===== src/rtl/lcd_ctrl_if.sv =====
// lcd_ctrl_if: command/data and display handshake bundle for lcd_ctrl.
//   datain       : pixel data from the source, used only while loading
//   cmd          : 3-bit command code
//   cmd_valid    : command strobe, honoured only while busy is low
//   dataout      : window pixel to the display sink
//   output_valid : dataout qualifier, high for the 9 pixels of each command
//   busy         : high from command acceptance until the output completes
// master = command source / display sink side, slave = the controller.
interface lcd_ctrl_if #(
    parameter int DW = 8
);
    logic [DW-1:0] datain;
    logic [2:0]    cmd;
    logic          cmd_valid;
    logic [DW-1:0] dataout;
    logic          output_valid;
    logic          busy;

    modport master (output datain, cmd, cmd_valid,
                    input  dataout, output_valid, busy);
    modport slave  (input  datain, cmd, cmd_valid,
                    output dataout, output_valid, busy);
endinterface


===== src/rtl/lcd_ctrl.sv =====
// lcd_ctrl: 6x6 image store with a movable 3x3 display window.
// Each accepted command (load, shift, reflash) finishes by streaming the
// 9 window pixels in row-major order, one per cycle, with output_valid.
// Ports:
//   clk   : rising-edge clock
//   reset : synchronous, active-high; aborts any command in flight
//   bus   : lcd_ctrl_if.slave (datain, cmd, cmd_valid, dataout,
//           output_valid, busy)
module lcd_ctrl #(
    parameter int DW    = 8,
    parameter int IMG_W = 6,
    parameter int WIN   = 3
) (
    input  logic       clk,
    input  logic       reset,
    lcd_ctrl_if.slave  bus
);
    localparam int NPIX = IMG_W * IMG_W;
    localparam int NOUT = WIN * WIN;
    localparam int AW   = $clog2(NPIX);
    localparam int OW   = $clog2(IMG_W - WIN + 1);
    localparam int KW   = $clog2(NOUT + 1);
    localparam int WW   = $clog2(WIN);

    localparam logic [OW-1:0] OMAX  = OW'(IMG_W - WIN);
    localparam logic [OW-1:0] OHOME = OW'(2);

    localparam logic [1:0] S_IDLE = 2'd0;
    localparam logic [1:0] S_LOAD = 2'd1;
    localparam logic [1:0] S_OUT  = 2'd2;

    localparam logic [2:0] CMD_LOAD  = 3'd1;
    localparam logic [2:0] CMD_RIGHT = 3'd2;
    localparam logic [2:0] CMD_LEFT  = 3'd3;
    localparam logic [2:0] CMD_UP    = 3'd4;
    localparam logic [2:0] CMD_DOWN  = 3'd5;

    logic [DW-1:0] mem [NPIX];

    logic [1:0]    state;
    logic [AW-1:0] cnt;       // load write address
    logic [KW-1:0] k;         // output index; k == NOUT is the closing edge
    logic [WW-1:0] wr, wc;    // window row/col of pixel k
    logic [OW-1:0] ox, oy;    // window origin
    logic [DW-1:0] dout;
    logic          ov;
    logic          busy_q;
    logic [AW-1:0] rd_addr;

    assign bus.dataout      = dout;
    assign bus.output_valid = ov;
    assign bus.busy         = busy_q;

    always_comb begin
        rd_addr = AW'((int'(oy) + int'(wr)) * IMG_W + int'(ox) + int'(wc));
    end

    // Image store is deliberately left out of reset.
    always_ff @(posedge clk) begin
        if (!reset && state == S_LOAD)
            mem[cnt] <= bus.datain;
    end

    always_ff @(posedge clk) begin
        if (reset) begin
            state  <= S_IDLE;
            busy_q <= 1'b0;
            ov     <= 1'b0;
            dout   <= '0;
            ox     <= OHOME;
            oy     <= OHOME;
            cnt    <= '0;
            k      <= '0;
            wr     <= '0;
            wc     <= '0;
        end else begin
            case (state)
                S_IDLE: begin
                    if (bus.cmd_valid) begin
                        busy_q <= 1'b1;
                        cnt    <= '0;
                        k      <= '0;
                        wr     <= '0;
                        wc     <= '0;
                        if (bus.cmd == CMD_LOAD) begin
                            state <= S_LOAD;
                        end else begin
                            // Out-of-range shifts hold the origin but still
                            // produce a full window.
                            state <= S_OUT;
                            case (bus.cmd)
                                CMD_RIGHT: if (ox != OMAX) ox <= ox + 1'b1;
                                CMD_LEFT:  if (ox != '0)   ox <= ox - 1'b1;
                                CMD_UP:    if (oy != '0)   oy <= oy - 1'b1;
                                CMD_DOWN:  if (oy != OMAX) oy <= oy + 1'b1;
                                default: ;
                            endcase
                        end
                    end
                end
                S_LOAD: begin
                    cnt <= cnt + 1'b1;
                    if (cnt == AW'(NPIX - 1)) begin
                        ox    <= OHOME;
                        oy    <= OHOME;
                        state <= S_OUT;
                    end
                end
                S_OUT: begin
                    if (k == KW'(NOUT)) begin
                        ov     <= 1'b0;
                        dout   <= '0;
                        busy_q <= 1'b0;
                        state  <= S_IDLE;
                    end else begin
                        dout <= mem[rd_addr];
                        ov   <= 1'b1;
                        k    <= k + 1'b1;
                        if (wc == WW'(WIN - 1)) begin
                            wc <= '0;
                            wr <= (wr == WW'(WIN - 1)) ? '0 : wr + 1'b1;
                        end else begin
                            wc <= wc + 1'b1;
                        end
                    end
                end
                default: state <= S_IDLE;
            endcase
        end
    end
endmodule


===== src/flat_wrapper.sv =====
// flat-port wrapper written by rule: the top's interface ports become plain ports
module lcd_ctrl_flat 
#(
    parameter int DW    = 8,
    parameter int IMG_W = 6,
    parameter int WIN   = 3
)
  (clk, reset, bus_datain, bus_cmd, bus_cmd_valid, bus_dataout, bus_output_valid, bus_busy);
  lcd_ctrl_if #(.DW(DW)) bus_i ();
  input  logic clk;
  input  logic reset;
  input wire logic [$bits(bus_i.datain)-1:0] bus_datain;
  input wire logic [$bits(bus_i.cmd)-1:0] bus_cmd;
  input wire logic [$bits(bus_i.cmd_valid)-1:0] bus_cmd_valid;
  output wire logic [$bits(bus_i.dataout)-1:0] bus_dataout;
  output wire logic [$bits(bus_i.output_valid)-1:0] bus_output_valid;
  output wire logic [$bits(bus_i.busy)-1:0] bus_busy;
  assign bus_i.datain = bus_datain;
  assign bus_i.cmd = bus_cmd;
  assign bus_i.cmd_valid = bus_cmd_valid;
  assign bus_dataout = bus_i.dataout;
  assign bus_output_valid = bus_i.output_valid;
  assign bus_busy = bus_i.busy;
  lcd_ctrl #(.DW(DW), .IMG_W(IMG_W), .WIN(WIN)) u_core (.clk(clk), .reset(reset), .bus(bus_i));
endmodule

===== config.mk =====
export PLATFORM = sky130hd
export DESIGN_NAME = lcd_ctrl_flat
export DESIGN_NICKNAME = d
export VERILOG_FILES = /design/src/rtl/lcd_ctrl_if.sv /design/src/rtl/lcd_ctrl.sv /design/src/flat_wrapper.sv
export SDC_FILE = /design/constraint.sdc
export NUM_CORES = 1
export LEC_CHECK = 0
export CORE_ASPECT_RATIO = 1.4
export CORE_MARGIN = 2
export CORE_UTILIZATION = 35
export DETAILED_ROUTE_END_ITERATION = 7
export GPL_TIMING_DRIVEN = 0
export HOLD_SLACK_MARGIN = 0.02
export PLACE_DENSITY = 0.47
export SYNTH_ARGS = -nofsm -noshare
export SYNTH_HDL_FRONTEND = slang
export SYNTH_SLANG_ARGS = --single-unit

===== constraint.sdc =====
create_clock -name clk -period 5.7 [get_ports clk]
set_input_delay 1.14 -clock clk [delete_from_list [all_inputs] [get_ports clk]]
set_output_delay 1.14 -clock clk [all_outputs]
set_load 0.005 [all_outputs]

---- Word level (Yosys, flattened, before mapping) ----
Memory sizes are Yosys's and may differ from the RTL's.
Cells that the tools add are included.
word-level totals
  register bits ........................... 30
  memory bits (writable) .................. 288
  memories ................................ 1
  input bits .............................. 14
  word-level logic and storage cells ...... 99
  output and inout bits ................... 10
cells by class
  equality and inequality tests ........... 25
  multipliers ............................. 1
  reduce and logical (&&, ||, !) cells .... 14
  muxes and demuxes ....................... 37
  $add $sub $neg .......................... 11
memories
  memory      depth  bits a word  rd ports  clocked after memory_dff  write ports  RTL line        source
  u_core.mem  36     8            1         0                         1            lcd_ctrl.sv:38  logic [DW-1:0] mem [NPIX];
operators with widths
  cell                  count
  $mux 2                18
  $mul 32x3->5 const B  1
  $pmux 2 s2            6
  $reduce_and 7->1      2
  $add 6x3->6           2
  $ne 2x2->1 const B    6
  $ne 3x2->1 const B    4
  $pmux 6 s2            1
  $reduce_and 3->1      3
  $add 2x1->2 const B   4
  $mux 4                2
  $mux 8                1
  $pmux 4 s2            1
  $reduce_bool 2->1     4
  $add 6x1->6 const B   1
  $eq 2x2->1 const B    3
  $eq 3x2->1 const B    2
  $eq 3x3->1 const B    2
  $eq 6x6->1 const B    1
  $mux 6                1
  $ne 3x3->1 const B    2
  $pmux 2 s3            1
  $mux 1                5
  $add 4x1->4 const B   1
  12 further kinds      14

---- Longest topological paths before layout ----
  word-level depth ........................ 6
  depth in mapped cells ................... 14
  gate-level depth less buffers ........... 12

---- Worst setup path after synthesis ----
OpenSTA, ideal clock, no wires.
  kind .................................... flip-flop to flip-flop
  from .................................... reg u_core.oy[0]
  to ...................................... reg u_core.dout[4], in the netlist u_core.bus.dataout[4]
  period minus slack after synthesis ...... 3.332 ns
  stages on the path, launching flop included .. 14
  buffers on the path ..................... 2
  required time ........................... 5.578 ns
  arrival time ............................ 3.209 ns
  setup time .............................. 0.122 ns
  path slack .............................. 2.368 ns
  path through ............................ dfxtp_1 > ha_1 > inv_1 > fa_1 > inv_1 > ha_1 > inv_1 > fa_1 > buf_2 > clkbuf_1 > mux4_2 > a22o_1 > nor3_1 > o31ai_1
on the way
  cells in the longest elaborated chain, start to end .. 6
ends and longest elaborated chain
  element                    RTL line         source
  start, declared            lcd_ctrl.sv:44   logic [OW-1:0] ox, oy;
  start signal, assigned     lcd_ctrl.sv:94   CMD_UP: if (oy != '0) oy <= oy - 1'b1;
  start signal, assigned     lcd_ctrl.sv:95   CMD_DOWN: if (oy != OMAX) oy <= oy + 1'b1;
  $add 2x2->3                lcd_ctrl.sv:55   rd_addr = AW'((int'(oy) + int'(wr)) * IMG_W + int'(ox) + int'(wc));
  $mul 32x3->5               lcd_ctrl.sv:55
  $add 6x3->6 (2 in series)  lcd_ctrl.sv:55
  $mem_v2 36x8               -
  $mux 8                     lcd_ctrl.sv:110  if (k == KW'(NOUT)) begin
  end signal, assigned       lcd_ctrl.sv:116  dout <= mem[rd_addr];
  end, declared              lcd_ctrl.sv:45   logic [DW-1:0] dout;
Every way passes these cells.
A chain may end at the register's enable or synchronous reset.

---- Worst setup path in the final report ----
  from .................................... reg u_core.oy[0]
  to ...................................... reg u_core.dout[1], in the netlist u_core.bus.dataout[1]
Same word-level chain as after synthesis.

==> impl_metrics.toml <==
[final_layout]
syn_to_final_growth_pct = 12.9
fillers = 3451
nets = 949
drive_gt1_share_pct = 12.4
diodes = 0

[clock_tree]
root_buffer = "clkbuf_16"
clk_latency_ps = 580
post-cts-setup-buffer-count = 0
htree_levels = 1
cts_tree = "done"
postCtsHoldBufs = 0
cts_made_buffers = 31
cts_resized = 0
clkSlewWorstSetupHoldPaths_ps = 60
cts.sinks = 318
clockBufferDepth = 3

[power_and_ir_drop]
power_density_nw_per_um2 = 345
max-vdd-ir-drop_mv = 0.235
p_sw_mw = 1.30
seqPwrFrac_pct = 49.4
p_sw_share_pct = 25.1
internal_power_mw = 3.89
p_comb_share_pct = 12.8
p_leak_nw = 4.92
clkPwrFrac_pct = 37.8

[drt]
drt_iter0_drc = 379
dr.pass1.iters = 6
wl_microns = 33700
routedWlPerCell_microns = 23.7
route.detailed.drc = 0
vias = 7366
vias_per_cell = 5.19
ant_nets = 0

[sta]
finalMaxSlewViolations = 0
max_freq_ghz = 0.227
finalSetupViolations = 0
rsz0062_at_grt = "no"
relSlewSlack_pct = 39.8
fin_crit_ps = 4400
tns_ps = 0
finalHoldViolCount = 0
period_share_pct = 77.1
fin_ws_ps = 1300
fin_skew_ps = 19.4
max_slew.worst_pin.slew_ps = 899

[outcome]
status = "completed"

[synth]
syn_nets = 894
synthesis.area_sq_um = 13300
postSynth.asyncResetShare_pct = 0
synth-edff-count = 288
syn_avg_cell_area_sq_um = 15.4
yosysTopAreaCell = "edfxtp_1"
yosysMostFrequentCell = "edfxtp_1"
synth_cells = 865
synthTopCellsByArea = "edfxtp_1 65%, mux4_2 6.8%, dfxtp_1 4.5%"
synth_flop_cell = "edfxtp_1"
synth_top_area_share_pct = 64.9
seq_area_frac_synth_pct = 69.4
ys_types = 51
yosysWarnings = 0
synthTopCellsByCount = "288 x edfxtp_1, 72 x nand2_1, 69 x nor2_1"
ys_seq_elements = 318

[setup_path]
cp_top_family = "adder cells"
cp_data_arrival_time_ps = 4830
end_kind = "flop"
reg2reg_to = "u_core.bus.dataout[1]$_SDFFE_PP0P_"
critPathKind = "flop to flop"
r2r_setup_slack_ps = 1300
r2r-start = "u_core.oy[0]$_SDFFE_PP0P_"
ff2ff_path_depth = 14
critPathSlowestCell = "buf_1"
worstPathCellList = "ha_1 > inv_1 > fa_1 > inv_1 > ha_1 > inv_1 > fa_1 > buf_2 > buf_1 > nand3b_1 > mux2i_1 > and4b_1 > o221ai_1 > o31ai_1"
worstPathRequired_ps = 6140
crit_buf_inv = 5
crit_path_max_incr_delay_ps = 560
cp_max_fo = 10
start_kind = "flop"
crit_top_cell = "inv_1"

[worst_hold_path]
holdCritStartpoint = "u_core.bus.dataout[3]$_SDFFE_PP0P_"
min_path_cells = 2
hold_class = "flop to flop"
holdPathEnd = "u_core.bus.dataout[3]$_SDFFE_PP0P_"

[placed_design]
gp_congestion = 0.823
place_hpwl_microns = 22800
dp_slack_ps = 1240
portBuffers = 22

[global_route]
grt_usage_pct = 17.3
overflow = 0
antenna_found_initial = 0
grt_first_pass_wirelength_microns = 50500
grt_pass1_vias = 7691
grt_max_degree = 37

[run]
cap_violations = 0

[floorplanning]
start_util_pct = 35.5
core_sq_um = 37500
die_height_microns = 235
die_area_sq_um = 39700
rows = 84
die_w_microns = 169
io_pins = 24
[cells in the final DEF (no fill, tap or decap), drive strengths merged, types with 15 or more instances in the layout]
cell type / synthesis / final
nand2: 72 / 72
nand3: 40 / 40
and4b: 15 / 15
mux4: 40 / 40
nor2: 70 / 70
clkbuf: 23 / 62
mux2i: 41 / 41
nor3: 24 / 24
nand3b: 21 / 21
edfxtp: 288 / 288
dfxtp: 30 / 30
nor3b: 35 / 35
buf: 26 / 34
[how the worst max path moves through the flow]
stage / start / to / slack [ps] / cells after the start
global placement: u_core.oy[0]$_SDFFE_PP0P_ / u_core.bus.dataout[1]$_SDFFE_PP0P_ / 1260 / 14
detailed placement: u_core.oy[0]$_SDFFE_PP0P_ / u_core.bus.dataout[1]$_SDFFE_PP0P_ / 1240 / 14
floorplan: u_core.oy[0]$_SDFFE_PP0P_ / u_core.bus.dataout[4]$_SDFFE_PP0P_ / 2370 / 13
CTS: u_core.oy[0]$_SDFFE_PP0P_ / u_core.bus.dataout[1]$_SDFFE_PP0P_ / 1240 / 14
finish: u_core.oy[0]$_SDFFE_PP0P_ / u_core.bus.dataout[1]$_SDFFE_PP0P_ / 1300 / 14
global route: u_core.oy[0]$_SDFFE_PP0P_ / u_core.bus.dataout[1]$_SDFFE_PP0P_ / 1110 / 14
[metal layers]
layer / part of all wire (%) / vias to the layer above / routed length, microns / global-route usage [%]
met2: 53 / 143 / 17900 / 31.3
li1: - / 3465 / - / -
met5: 0 / - / 0 / 0
met3: 2.7 / 49 / 922 / 1.62
met1: 41 / 3709 / 13700 / 21.3
met4: 3.4 / 0 / 1150 / 6.22
[worst register-to-register path, stage by stage, from the launching register on]
cell and delay [ps]:
dfxtp_1 420, ha_1 180, inv_1 50, fa_1 510
inv_1 70, ha_1 310, inv_1 60, fa_1 460
buf_2 290, buf_1 570, nand3b_1 160, mux2i_1 250
and4b_1 250, o221ai_1 500, o31ai_1 190
[sequential cells by signal (all words and copies together), names as in the netlist]
register,count
u_core.bus.output_valid,1
u_core.k,4
u_core.wr,2
u_core.oy,2
u_core.cnt,6
u_core.mem,288
u_core.ox,2
u_core.bus.dataout,8
u_core.state,2
u_core.wc,2
u_core.bus.busy,1
[kinds of logic (layout without fill, tap and decap cells)]
group           count (synthesis)  after routing  share of synthesized area, %
simple gates                  311            311                          12.4
compound gates                 70             70                          3.83
xor+xnor                        8              8                         0.779
flops                         318            318                          69.4
fa+ha+maj                      15             15                          1.58
buf+inv                        61            141                          2.11
mux                            82             82                          9.92
[power by group through the flow]
stage	sequential (mW)	combinational [mW]	clock, mW
floorplan	2.61	0.420	0
global placement	2.62	0.679	0
detailed placement	2.62	0.676	0
CTS	2.57	0.679	2.02
global route	2.57	0.722	2.10
finish	2.57	0.663	1.97
[layout make-up]
type / count / area (sq um) / area share [%]
Sequential cell: 318 / 9250 / 61.5
Multi-Input combinational cell: 486 / 3800 / 25.2
Clock buffer: 39 / 806 / 5.35
Tap cell: 473 / 592 / 3.93
Buffer: 49 / 236 / 1.57
Timing Repair Buffer: 22 / 180 / 1.20
Clock inverter: 19 / 145 / 0.964
Inverter: 12 / 45.0 / 0.299
[stage by stage]
stage / hold WS, ps / power [mW] / cell area (sq um) / util (%) / instances
floorplan: 445 / 3.03 / 13300 / - / 865
global placement: 457 / 3.30 / 14100 / 37.7 / 1360
detailed placement: 464 / 3.30 / 14100 / 37.6 / 1360
CTS: 472 / 5.27 / 15100 / 40.1 / 1418
global route: 496 / 5.39 / 15100 / 40.1 / 1418
finish: 469 / 5.20 / 15100 / 40.1 / 1418
No activity file was read; power rests on OpenSTA's default activity.
